===== src/rtl/gan_seq_pkg.sv =====
// Shared types and constants for the GAN inference sequencer.
// Includes the Galois LFSR step used for generated noise.
package gan_seq_pkg;
   localparam int          Q15_W      = 16;
   localparam int          NUM_PIXELS = 9;
   localparam int          NUM_WORDS  = 10;
   localparam logic [15:0] LFSR_MASK  = 16'hB400;

   typedef enum logic [1:0] {
      ST_IDLE,
      ST_START,
      ST_WAIT,
      ST_STREAM
   } seq_state_e;

   // Galois form: shift right, fold the mask in when a one falls out.
   function automatic logic [15:0] lfsr_step(input logic [15:0] s);
      return s[0] ? ((s >> 1) ^ LFSR_MASK) : (s >> 1);
   endfunction
endpackage


===== src/rtl/gan_inference_sequencer_if.sv =====
// Command, GAN-core and result-stream signals of the sequencer.
// The slave modport is the sequencer; master is the surrounding system.
interface gan_inference_sequencer_if;
   import gan_seq_pkg::*;

   logic                        cmd_valid;
   logic                        cmd_ready;
   logic                        cmd_mode;
   logic [Q15_W-1:0]            cmd_noise_0;
   logic [Q15_W-1:0]            cmd_noise_1;
   logic [7:0]                  cmd_count;
   logic                        cmd_abort;
   logic                        gan_start;
   logic [Q15_W-1:0]            gan_noise_0;
   logic [Q15_W-1:0]            gan_noise_1;
   logic [NUM_PIXELS*Q15_W-1:0] gan_image;
   logic [Q15_W-1:0]            gan_disc_prob;
   logic                        gan_done;
   logic                        out_valid;
   logic                        out_ready;
   logic [Q15_W-1:0]            out_data;
   logic [3:0]                  out_index;
   logic                        out_last;
   logic                        busy;
   logic                        timeout_err;

   modport slave (
      input  cmd_valid, cmd_mode, cmd_noise_0, cmd_noise_1, cmd_count, cmd_abort,
      input  gan_image, gan_disc_prob, gan_done, out_ready,
      output cmd_ready, gan_start, gan_noise_0, gan_noise_1,
      output out_valid, out_data, out_index, out_last, busy, timeout_err
   );

   modport master (
      output cmd_valid, cmd_mode, cmd_noise_0, cmd_noise_1, cmd_count, cmd_abort,
      output gan_image, gan_disc_prob, gan_done, out_ready,
      input  cmd_ready, gan_start, gan_noise_0, gan_noise_1,
      input  out_valid, out_data, out_index, out_last, busy, timeout_err
   );
endinterface


===== src/rtl/gan_lfsr16.sv =====
// 16-bit Galois LFSR noise source; advances one step per enabled cycle.
// A zero seed would lock up, so it is replaced by 1.
module gan_lfsr16
   import gan_seq_pkg::*;
#(
   parameter logic [15:0] LFSR_SEED = 16'hACE1
) (
   input  logic        clk,
   input  logic        rst_n,
   input  logic        i_step,
   output logic [15:0] o_state
);
   localparam logic [15:0] SEED_EFF = (LFSR_SEED == 16'h0000) ? 16'h0001 : LFSR_SEED;

   logic [15:0] r_state;

   always_ff @(posedge clk or negedge rst_n) begin
      if (!rst_n)      r_state <= SEED_EFF;
      else if (i_step) r_state <= lfsr_step(r_state);
   end

   assign o_state = r_state;
endmodule


===== src/rtl/gan_inference_sequencer.sv =====
// Runs a GAN core N times per command, supplying noise and streaming
// each generated image plus discriminator probability as 10 words.
module gan_inference_sequencer
   import gan_seq_pkg::*;
#(
   parameter int          TIMEOUT_CYCLES = 1024,
   parameter logic [15:0] LFSR_SEED      = 16'hACE1
) (
   input logic                      clk,
   input logic                      rst_n,
   gan_inference_sequencer_if.slave bus
);
   localparam int               TMR_W    = $clog2(TIMEOUT_CYCLES + 1);
   localparam logic [TMR_W-1:0] TMR_LAST = TMR_W'(TIMEOUT_CYCLES - 1);

   seq_state_e       r_state;
   logic             r_mode;
   logic [7:0]       r_remaining;
   logic [TMR_W-1:0] r_timer;
   logic             r_timeout;
   logic [Q15_W-1:0] r_noise_0, r_noise_1, r_out_data;
   logic [3:0]       r_word;
   logic             r_last;
   logic [Q15_W-1:0] r_buf [NUM_WORDS];

   logic [Q15_W-1:0] w_lfsr;
   logic             w_abort, w_accept, w_hs, w_reload, w_lfsr_step;

   assign w_abort  = bus.cmd_abort && (r_state != ST_IDLE);
   assign w_accept = bus.cmd_valid && (r_state == ST_IDLE);
   assign w_hs     = (r_state == ST_STREAM) && bus.out_ready && !w_abort;
   assign w_reload = w_hs && (r_word == 4'(NUM_WORDS - 1)) && (r_remaining > 8'd1);
   // LFSR noise takes two steps per run: one on entry to START, one during it.
   assign w_lfsr_step = (w_accept && bus.cmd_mode) || (w_reload && r_mode) ||
                        ((r_state == ST_START) && r_mode);

   gan_lfsr16 #(.LFSR_SEED(LFSR_SEED)) u_lfsr (
      .clk     (clk),
      .rst_n   (rst_n),
      .i_step  (w_lfsr_step),
      .o_state (w_lfsr)
   );

   always_ff @(posedge clk or negedge rst_n) begin
      if (!rst_n) begin
         r_state     <= ST_IDLE;
         r_mode      <= 1'b0;
         r_remaining <= '0;
         r_timer     <= '0;
         r_timeout   <= 1'b0;
         r_noise_0   <= '0;
         r_noise_1   <= '0;
         r_out_data  <= '0;
         r_word      <= '0;
         r_last      <= 1'b0;
         for (int k = 0; k < NUM_WORDS; k++) r_buf[k] <= '0;
      end else if (w_abort) begin
         r_state     <= ST_IDLE;
         r_remaining <= '0;
      end else begin
         case (r_state)
            ST_IDLE: if (bus.cmd_valid) begin
               r_mode      <= bus.cmd_mode;
               r_remaining <= (bus.cmd_count == 8'd0) ? 8'd1 : bus.cmd_count;
               r_timeout   <= 1'b0;
               r_state     <= ST_START;
               r_noise_0   <= bus.cmd_mode ? w_lfsr            : bus.cmd_noise_0;
               r_noise_1   <= bus.cmd_mode ? lfsr_step(w_lfsr) : bus.cmd_noise_1;
            end
            ST_START: begin
               r_state <= ST_WAIT;
               r_timer <= TMR_W'(1);
            end
            ST_WAIT: if (bus.gan_done) begin
               for (int k = 0; k < NUM_PIXELS; k++)
                  r_buf[k] <= bus.gan_image[k*Q15_W +: Q15_W];
               r_buf[NUM_WORDS-1] <= bus.gan_disc_prob;
               r_out_data <= bus.gan_image[Q15_W-1:0];
               r_word     <= '0;
               r_last     <= 1'b0;
               r_state    <= ST_STREAM;
            end else if (r_timer >= TMR_LAST) begin
               r_timeout   <= 1'b1;
               r_remaining <= '0;
               r_state     <= ST_IDLE;
            end else begin
               r_timer <= r_timer + TMR_W'(1);
            end
            ST_STREAM: if (bus.out_ready) begin
               if (r_word == 4'(NUM_WORDS - 1)) begin
                  if (r_remaining > 8'd1) begin
                     r_remaining <= r_remaining - 8'd1;
                     r_state     <= ST_START;
                     if (r_mode) begin
                        r_noise_0 <= w_lfsr;
                        r_noise_1 <= lfsr_step(w_lfsr);
                     end
                  end else begin
                     r_remaining <= '0;
                     r_state     <= ST_IDLE;
                  end
               end else begin
                  r_word     <= r_word + 4'd1;
                  r_out_data <= r_buf[r_word + 4'd1];
                  r_last     <= (r_word == 4'(NUM_WORDS - 2));
               end
            end
            default: r_state <= ST_IDLE;
         endcase
      end
   end

   assign bus.cmd_ready   = (r_state == ST_IDLE);
   assign bus.busy        = (r_state != ST_IDLE);
   assign bus.gan_start   = (r_state == ST_START);
   assign bus.out_valid   = (r_state == ST_STREAM);
   assign bus.gan_noise_0 = r_noise_0;
   assign bus.gan_noise_1 = r_noise_1;
   assign bus.out_data    = r_out_data;
   assign bus.out_index   = r_word;
   assign bus.out_last    = r_last;
   assign bus.timeout_err = r_timeout;
endmodule


===== src/flat_wrapper.sv =====
// flat-port wrapper written by rule: the top's interface ports become plain ports
module gan_inference_sequencer_flat import gan_seq_pkg::*;
#(
   parameter int          TIMEOUT_CYCLES = 1024,
   parameter logic [15:0] LFSR_SEED      = 16'hACE1
)
  (clk, rst_n, bus_cmd_valid, bus_cmd_mode, bus_cmd_noise_0, bus_cmd_noise_1, bus_cmd_count, bus_cmd_abort, bus_gan_image, bus_gan_disc_prob, bus_gan_done, bus_out_ready, bus_cmd_ready, bus_gan_start, bus_gan_noise_0, bus_gan_noise_1, bus_out_valid, bus_out_data, bus_out_index, bus_out_last, bus_busy, bus_timeout_err);
  gan_inference_sequencer_if bus_i ();
  input logic clk;
  input logic rst_n;
  input wire logic [$bits(bus_i.cmd_valid)-1:0] bus_cmd_valid;
  input wire logic [$bits(bus_i.cmd_mode)-1:0] bus_cmd_mode;
  input wire logic [$bits(bus_i.cmd_noise_0)-1:0] bus_cmd_noise_0;
  input wire logic [$bits(bus_i.cmd_noise_1)-1:0] bus_cmd_noise_1;
  input wire logic [$bits(bus_i.cmd_count)-1:0] bus_cmd_count;
  input wire logic [$bits(bus_i.cmd_abort)-1:0] bus_cmd_abort;
  input wire logic [$bits(bus_i.gan_image)-1:0] bus_gan_image;
  input wire logic [$bits(bus_i.gan_disc_prob)-1:0] bus_gan_disc_prob;
  input wire logic [$bits(bus_i.gan_done)-1:0] bus_gan_done;
  input wire logic [$bits(bus_i.out_ready)-1:0] bus_out_ready;
  output wire logic [$bits(bus_i.cmd_ready)-1:0] bus_cmd_ready;
  output wire logic [$bits(bus_i.gan_start)-1:0] bus_gan_start;
  output wire logic [$bits(bus_i.gan_noise_0)-1:0] bus_gan_noise_0;
  output wire logic [$bits(bus_i.gan_noise_1)-1:0] bus_gan_noise_1;
  output wire logic [$bits(bus_i.out_valid)-1:0] bus_out_valid;
  output wire logic [$bits(bus_i.out_data)-1:0] bus_out_data;
  output wire logic [$bits(bus_i.out_index)-1:0] bus_out_index;
  output wire logic [$bits(bus_i.out_last)-1:0] bus_out_last;
  output wire logic [$bits(bus_i.busy)-1:0] bus_busy;
  output wire logic [$bits(bus_i.timeout_err)-1:0] bus_timeout_err;
  assign bus_i.cmd_valid = bus_cmd_valid;
  assign bus_i.cmd_mode = bus_cmd_mode;
  assign bus_i.cmd_noise_0 = bus_cmd_noise_0;
  assign bus_i.cmd_noise_1 = bus_cmd_noise_1;
  assign bus_i.cmd_count = bus_cmd_count;
  assign bus_i.cmd_abort = bus_cmd_abort;
  assign bus_i.gan_image = bus_gan_image;
  assign bus_i.gan_disc_prob = bus_gan_disc_prob;
  assign bus_i.gan_done = bus_gan_done;
  assign bus_i.out_ready = bus_out_ready;
  assign bus_cmd_ready = bus_i.cmd_ready;
  assign bus_gan_start = bus_i.gan_start;
  assign bus_gan_noise_0 = bus_i.gan_noise_0;
  assign bus_gan_noise_1 = bus_i.gan_noise_1;
  assign bus_out_valid = bus_i.out_valid;
  assign bus_out_data = bus_i.out_data;
  assign bus_out_index = bus_i.out_index;
  assign bus_out_last = bus_i.out_last;
  assign bus_busy = bus_i.busy;
  assign bus_timeout_err = bus_i.timeout_err;
  gan_inference_sequencer #(.TIMEOUT_CYCLES(TIMEOUT_CYCLES), .LFSR_SEED(LFSR_SEED)) u_core (.clk(clk), .rst_n(rst_n), .bus(bus_i));
endmodule

===== config.mk =====
export PLATFORM = sky130hd
export DESIGN_NAME = gan_inference_sequencer_flat
export DESIGN_NICKNAME = d
export VERILOG_FILES = /design/src/rtl/gan_seq_pkg.sv /design/src/rtl/gan_inference_sequencer_if.sv /design/src/rtl/gan_lfsr16.sv /design/src/rtl/gan_inference_sequencer.sv /design/src/flat_wrapper.sv
export SDC_FILE = /design/constraint.sdc
export NUM_CORES = 1
export LEC_CHECK = 0
export CAP_MARGIN = 20
export CORE_MARGIN = 2
export CORE_UTILIZATION = 51
export DETAILED_ROUTE_END_ITERATION = 10
export PLACE_DENSITY = 0.81
export SETUP_SLACK_MARGIN = 0.5
export SLEW_MARGIN = 40
export SYNTH_ARGS = -nofsm -noshare
export SYNTH_HDL_FRONTEND = slang
export SYNTH_SLANG_ARGS = --single-unit

===== constraint.sdc =====
create_clock -name clk -period 3.4 [get_ports clk]
set_input_delay 0.34 -clock clk [delete_from_list [all_inputs] [get_ports clk]]
set_output_delay 0.34 -clock clk [all_outputs]
set_load 0.02 [all_outputs]

==> flow_metrics.py, run 1 <==
metrics = {
    "logic_synthesis": {
        "synth-seq-area-share_pct": 54.1,
        "yosys-top-cells-count": "dfrtp_1, mux2_2, a21oi_1, nor2_1, o21ai_0",
        "post_synth_main_area_contributors": "dfrtp_1, mux2_2, mux4_2",
        "postSynthRegisterBits": 252,
        "yosysWarnings": 0,
        "synth_enable_flop_cells": 0,
        "postSynthCellCount": 879,
        "dominantRegCellSynth": "dfrtp_1",
        "yosys.cell_count.top_type": "dfrtp_1",
        "cell_area_after_synthesis_sq_um": 11700,
        "netlist.area_leader.share_pct": 52.3,
        "netlist-cell-type-count": 57,
        "synth_fp_nets": 1097,
        "synthDominantAreaCellType": "dfrtp_1",
        "ys_async_sr_fraction_pct": 100,
        "syn_area_per_cell_sq_um": 13.3,
    },
    "cts": {
        "clk_pin_slew_worst_paths_ns": 0.06,
        "cts_resized": 0,
        "root_buffer": "clkbuf_16",
        "cts_buffer_depth": 3,
        "clock_insertion_delay_worst_skew_ns": 0.54,
        "cts_made_buffers": 27,
        "cts_tree": "built",
        "cts_sinks": 252,
        "cts-htree-levels": 1,
    },
    "timing": {
        "timing.max_slew.rel_slack_pct": 46.3,
        "final.setup_skew_ns": 0.0128,
        "period_utilisation_layout_pct": 80.8,
        "grt_setup_unrepaired": "false",
        "post-route-min-period_ns": 2.75,
        "max_freq_mhz": 364,
        "report.final.setup_viol": 0,
        "final_hold_vio_count": 0,
        "final.setup.tns_ns": 0,
        "final_max_slew_viol_count": 0,
        "tightestPinTransition_ns": 0.806,
        "setup_slack_ns": 0.653,
    },
    "floorplan": {
        "placementRows": 55,
        "die_height_um": 155,
        "ios": 265,
        "core_sq_um": 22600,
        "dieWidth_um": 155,
        "dieArea_sq_um": 24100,
        "initial_core_util_pct": 51.8,
    },
    "final_layout": {
        "fillCellCount": 1578,
        "areaGrowthSynthToFinish_pct": 34.8,
        "antennaDiodeCount": 0,
        "layout_cells_sized_above_1_pct": 27.6,
        "nNetsFinal": 1361,
    },
    "critical_path": {
        "crit_required_ns": 3.82,
        "regToRegStartpoint": "u_core.r_state[0]",
        "critical-path-slowest-cell": "and3_4",
        "worst-endpoint-arrival_ns": 3.16,
        "timing.critical_path.fanout_max": 18,
        "timing.critical_path.to": "u_core.r_buf[115]",
        "worst_path_largest_cell_delay_ns": 0.52,
        "cp_class": "flop to flop",
        "path_depth": 6,
        "critical_path.n_buffers_inverters": 2,
        "worst-r2r-cell-count": 6,
        "rrSetupSlack_ns": 0.65,
        "crit_path_start_kind": "flop",
        "path_cells": "inv_1 -> ha_1 -> nand2b_1 -> and3_4 -> buf_4 -> mux2_2",
        "setup.worst_path.end_class": "flop",
        "timing.critical_path.max_delay_family": "simple AND/OR/NAND/NOR gates",
        "crit_path_start": "u_core.r_state[0]",
        "regToRegEndpoint": "u_core.r_buf[115]",
    },
    "routing": {
        "iteration_count_of_the_initial_detailed_routing_pass": 6,
        "route.detailed.wl_per_inst_um": 21.9,
        "drc_errors": 0,
        "total_wirelength_mm": 31.8,
        "met3WireLength_mm": 1.66,
        "route.antenna.remaining_nets": 0,
        "route.met2.wl_mm": 15.6,
        "met1Wirelength_mm": 13.3,
        "drt_iter0_drc": 558,
        "via_count": 8377,
        "vias_per_cell": 5.79,
        "route.top_layer_used": "met4",
    },
    "global_route": {
        "number_of_global_route_vias_before_repair": 8684,
        "grt_antenna_before_repair": 1,
        "grt_util_all_layers_pct": 25.9,
        "global_route.overflow_total": 0,
        "wire_length_of_the_first_global_routing_pass_mm": 48.4,
        "grt_max_degree": 93,
    },
    "place": {
        "routabilityCongestion": 0.870,
        "port_buffers": 264,
        "pre_cts_slack_ns": 0.707,
        "place_hpwl_mm": 22.4,
    },
    "run": {
        "cap_viol_max_count": 0,
    },
    "power_and_ir_drop": {
        "ir_worst_vdd_mv": 0.537,
        "power.leakage_nw": 6.57,
        "power_density_nw_per_um2": 890,
    },
    "min_path": {
        "hold_path.class": "input pin to flop",
    },
    "outcome": {
        "status": "complete, no violations",
    },
}
-- flip-flops by register name (all words and copies together), names as in the netlist --
name and cells:
u_core.r_buf 160, u_core.bus.out_data 16, u_core.r_mode 1, u_core.u_lfsr.o_state 16, u_core.bus.timeout_err 1, u_core.r_state 2
u_core.bus.gan_noise_1 16, u_core.r_remaining 8, u_core.bus.gan_noise_0 16, u_core.r_timer 11, u_core.bus.out_last 1, u_core.bus.out_index 4
-- power by group --
| group | internal, mW | total (mW) | switching [mW] |
|---|---|---|---|
| sequential | 4.33 | 5.21 | 0.881 |
| clock | 1.98 | 3.21 | 1.22 |
| combinational | 3.02 | 5.59 | 2.57 |
-- kinds of logic after synthesis --
logic type      Yosys count  share of synthesized area [%]
compound gates          164                           9.51
buf+inv                  69                           2.51
mux                     234                           25.9
fa+ha+maj                11                           1.18
flops                   252                           54.1
xor+xnor                 13                          0.975
simple gates            136                           5.90
-- how the worst min path moves through the flow --
stage / from / endpoint / depth (start not counted)
after floorplan: rst_n / u_core.bus.gan_noise_0[0] / 0
after global placement: rst_n / u_core.r_buf[39] / 1
after detailed placement: rst_n / u_core.r_buf[55] / 1
after CTS: bus_gan_image[117] / u_core.r_buf[37] / 2
after global routing: bus_gan_image[56] / u_core.r_buf[104] / 2
final: bus_gan_image[117] / u_core.r_buf[37] / 2
-- cell type report --
| class | count | area (sq um) | share of cell area (%) |
|---|---|---|---|
| clock buffers | 36 | 779 | 4.95 |
| clock inverters | 12 | 198 | 1.26 |
| inverters | 17 | 63.8 | 0.405 |
| multi-input cells | 559 | 5140 | 32.7 |
| flip-flops and latches | 252 | 6320 | 40.1 |
| well taps | 285 | 357 | 2.26 |
| repair buffers | 286 | 2890 | 18.3 |
-- metrics by stage --
| step | hold slack [ns] | cells | instance area [sq um] | power, mW | utilization, % |
|---|---|---|---|---|---|
| finish | 0.410 | 1447 | 15700 | 14.0 | 69.8 |
| global route | 0.394 | 1447 | 15700 | 14.7 | 69.8 |
| CTS | 0.387 | 1445 | 15700 | 14.1 | 69.7 |
| detailed placement | 0.418 | 1396 | 14700 | 10.8 | 65.3 |
| global placement | 0.417 | 1396 | 14700 | 10.6 | 65.2 |
| floorplan | 0.0444 | 879 | 11700 | 8.67 | - |
-- routing by layer --
layer	track usage, %	up-vias
li1	-	3781
met1	34.7	4204
met2	42.9	312
met3	4.15	80
met4	9.79	0
met5	0	-
-- cell usage in the layout (no fill, tap or decap), types with 8 or more instances in the layout --
master,n
dfrtp_1,243
dfstp_2,8
nand2b_1,20
a22oi_1,16
mux2i_1,9
a222oi_1,16
mux4_2,32
mux2_2,183
o21ai_0,36
a21oi_1,61
mux2_4,10
clkdlybuf4s50_1,263
buf_4,15
clkbuf_16,27
ha_1,10
nor2_1,43
xnor2_1,9
inv_1,17
nor2b_1,16
nand2_1,21
nor3_1,9
-- timing repair --
item,4_1_cts,5_1_grt
buffers inserted,0,0
endpoints found under the setup margin,0,7
hold endpoints to repair,89,0
hold buffers,1,0
(Power assumes the default switching activity.)
==> inputs of run 2 (changes only) <==
CORE_UTILIZATION = 46   (was 51)
PLACE_DENSITY = 0.77   (was 0.81)
clock period = 2.2 ns   (was 3.4 ns; I/O delays follow)
==> run 2 against run 1 <==
  * The flow now finishes with violations (setup timing)
  * Die area grew 11%
  * Design area grew 21%
  * Critical path depth grew 1
  * Critical endpoint is now u_core.u_lfsr.o_state[3]
  * Power grew 85%
  * Utilization grew 6.6 points
  * Global-route usage grew 1.4 points
  * Highest routed layer unchanged
  * Routed wire length grew 21%
  * Clock skew shrank 0.0051 ns
  * Non-clock buffer count grew 148
==> flow_metrics.py, run 2 (same netlist as run 1, synthesis figures left out) <==
metrics = {
    "place": {
        "place_hpwl_mm": 23.4,
        "routabilityCongestion": 0.864,
        "postPlaceCellArea_sq_um": 15900,
        "port_buffers": 264,
        "pre_cts_slack_ns": 0.0187,
    },
    "power_and_ir_drop": {
        "ir_worst_vdd_mv": 0.713,
        "p_switching_mw": 8.76,
        "power_density_nw_per_um2": 1360,
        "swShare_pct": 33.8,
        "power.leakage_nw": 8.72,
        "clock_power_share_pct": 17.1,
        "internal_power_consumption_mw": 17.2,
        "p_seq_share_pct": 31.2,
        "comb_power_share_pct": 51.8,
    },
    "routing": {
        "drc_errors": 0,
        "route.detailed.wl_per_inst_um": 23.3,
        "vias_per_cell": 5.60,
        "iteration_count_of_the_initial_detailed_routing_pass": 5,
        "route.antenna.remaining_nets": 0,
        "via_count": 9209,
        "total_wirelength_mm": 38.4,
        "drt_iter0_drc": 663,
    },
    "final_layout": {
        "final_cell_area_sq_um": 19100,
        "nNetsFinal": 1508,
        "areaGrowthSynthToFinish_pct": 63.6,
        "registers.top_by_ff_count": "u_core.r_buf",
        "flip_flop_count_of_the_largest_register_after_layout": 160,
        "fin_util_pct": 76.4,
        "fillCellCount": 1444,
        "final_common_cell": "dfrtp_1",
        "multi_input_area_sq_um": 6230,
        "register_area_sq_um": 6330,
        "most-common-layout-cells": "dfrtp_1, clkdlybuf4s50_1, mux2_4",
        "layout_cells_sized_above_1_pct": 41.7,
    },
    "critical_path": {
        "crit_path_start_kind": "flop",
        "regToRegEndpoint": "u_core.u_lfsr.o_state[3]",
        "critical_path.n_buffers_inverters": 2,
        "regToRegStartpoint": "u_core.r_remaining[5]",
        "critical-path-slowest-cell": "or4_4",
        "worst-endpoint-arrival_ns": 2.64,
        "rrSetupSlack_ns": -0.02,
        "timing.critical_path.max_delay_family": "compound AO/OA/AOI/OAI gates",
        "worst-r2r-cell-count": 7,
        "crit_required_ns": 2.62,
        "setup.worst_path.end_class": "flop",
        "path_cells": "or4_4 -> o31ai_4 -> o21bai_2 -> a32oi_4 -> buf_6 -> buf_16 -> mux2_4",
        "cp_class": "flop to flop",
        "worst_path_largest_cell_delay_ns": 0.57,
        "timing.critical_path.fanout_max": 8,
    },
    "timing": {
        "setup_slack_ns": -0.0224,
        "max_freq_mhz": 450,
        "hold_slack_ns": 0.239,
        "grt_setup_unrepaired": "true",
        "period_utilisation_layout_pct": 101,
        "final.setup.tns_ns": -0.0823,
        "timing.max_slew.rel_slack_pct": 57.5,
        "final_hold_vio_count": 0,
        "tightestPinTransition_ns": 0.638,
        "final.setup_skew_ns": 0.00769,
        "report.final.setup_viol": 8,
        "post-route-min-period_ns": 2.22,
        "final_max_slew_viol_count": 0,
    },
    "cts": {
        "cts_tree": "built",
        "clock_insertion_delay_worst_skew_ns": 0.53,
        "cts_buffer_depth": 3,
        "root_buffer": "clkbuf_16",
        "cts-htree-levels": 1,
        "clk_pin_slew_worst_paths_ns": 0.06,
        "cts_sinks": 252,
        "cts_made_buffers": 27,
    },
    "floorplan": {
        "dieWidth_um": 163,
        "dieArea_sq_um": 26700,
        "placementRows": 58,
        "initial_core_util_pct": 46.7,
        "ios": 265,
        "die_height_um": 163,
        "core_sq_um": 25000,
    },
    "global_route": {
        "grt_max_degree": 73,
        "grt_antenna_before_repair": 4,
        "global_route.overflow_total": 0,
        "wire_length_of_the_first_global_routing_pass_mm": 55.8,
        "grt_util_all_layers_pct": 27.3,
        "number_of_global_route_vias_before_repair": 9496,
    },
    "outcome": {
        "status": "finished, violations left",
        "failed_checks": "setup timing",
    },
    "min_path": {
        "hold_path.class": "input pin to async pin",
    },
    "run": {
        "cap_viol_max_count": 0,
    },
}
## run 2: worst max-delay path by stage
stage                                       start                   endpoint  slack (ns)  depth (start not counted)
after CTS                   u_core.r_remaining[5]  u_core.u_lfsr.o_state[12]        0.03                          7
after floorplan             u_core.r_remaining[5]  u_core.u_lfsr.o_state[14]       -0.06                          6
after global routing        u_core.r_remaining[5]   u_core.u_lfsr.o_state[3]       -0.07                          7
after global placement    u_core.bus.out_index[0]     u_core.bus.out_data[3]        0.07                          6
after detailed placement  u_core.bus.out_index[0]     u_core.bus.out_data[3]        0.02                          6
final                       u_core.r_remaining[5]   u_core.u_lfsr.o_state[3]       -0.02                          7
## run 2: power groups by stage
stage / registers [mW] / clock network (mW) / logic (mW)
global route: 8.29 / 4.68 / 14.1
detailed placement: 8.03 / 0 / 10.3
finish: 8.09 / 4.43 / 13.4
CTS: 7.98 / 4.49 / 12.3
floorplan: 8.20 / 0 / 6.69
global placement: 7.95 / 0 / 10.1
## run 2: final cells by class
cell class | count | area share, %
Clock inverter | 6 | 0.308
Tap cell | 330 | 2.16
Multi-Input combinational cell | 558 | 32.6
Timing Repair Buffer | 434 | 27.2
Inverter | 17 | 0.412
Antenna cell | 4 | 0.0524
Sequential cell | 252 | 33.1
Clock buffer | 43 | 4.16
## run 2: repair_timing
action / 4_1_cts / 5_1_grt
hold buffers: 1 / 0
resized for setup: 111 / 167
buffers inserted: 67 / 32
endpoints found under the hold margin: 64 / 0
pin swaps: 17 / 32
cloned: 18 / 4
setup endpoints to repair: 307 / 306
## run 2: metal layers
metal / vias up / share of wire, % / global-route usage [%] / routed length (um)
met5: - / 0 / 0 / 0
met4: 0 / 3.2 / 8.85 / 1210
met2: 370 / 50 / 45.9 / 19100
met3: 77 / 6.2 / 5.41 / 2370
met1: 4672 / 41 / 35.7 / 15600
li1: 4090 / - / - / -
## run 2: through the flow
| stage | total power, mW | std cells |
|---|---|---|
| floorplan | 14.9 | 879 |
| global placement | 18.0 | 1469 |
| detailed placement | 18.3 | 1469 |
| CTS | 24.8 | 1604 |
| global route | 27.1 | 1642 |
| finish | 26.0 | 1644 |
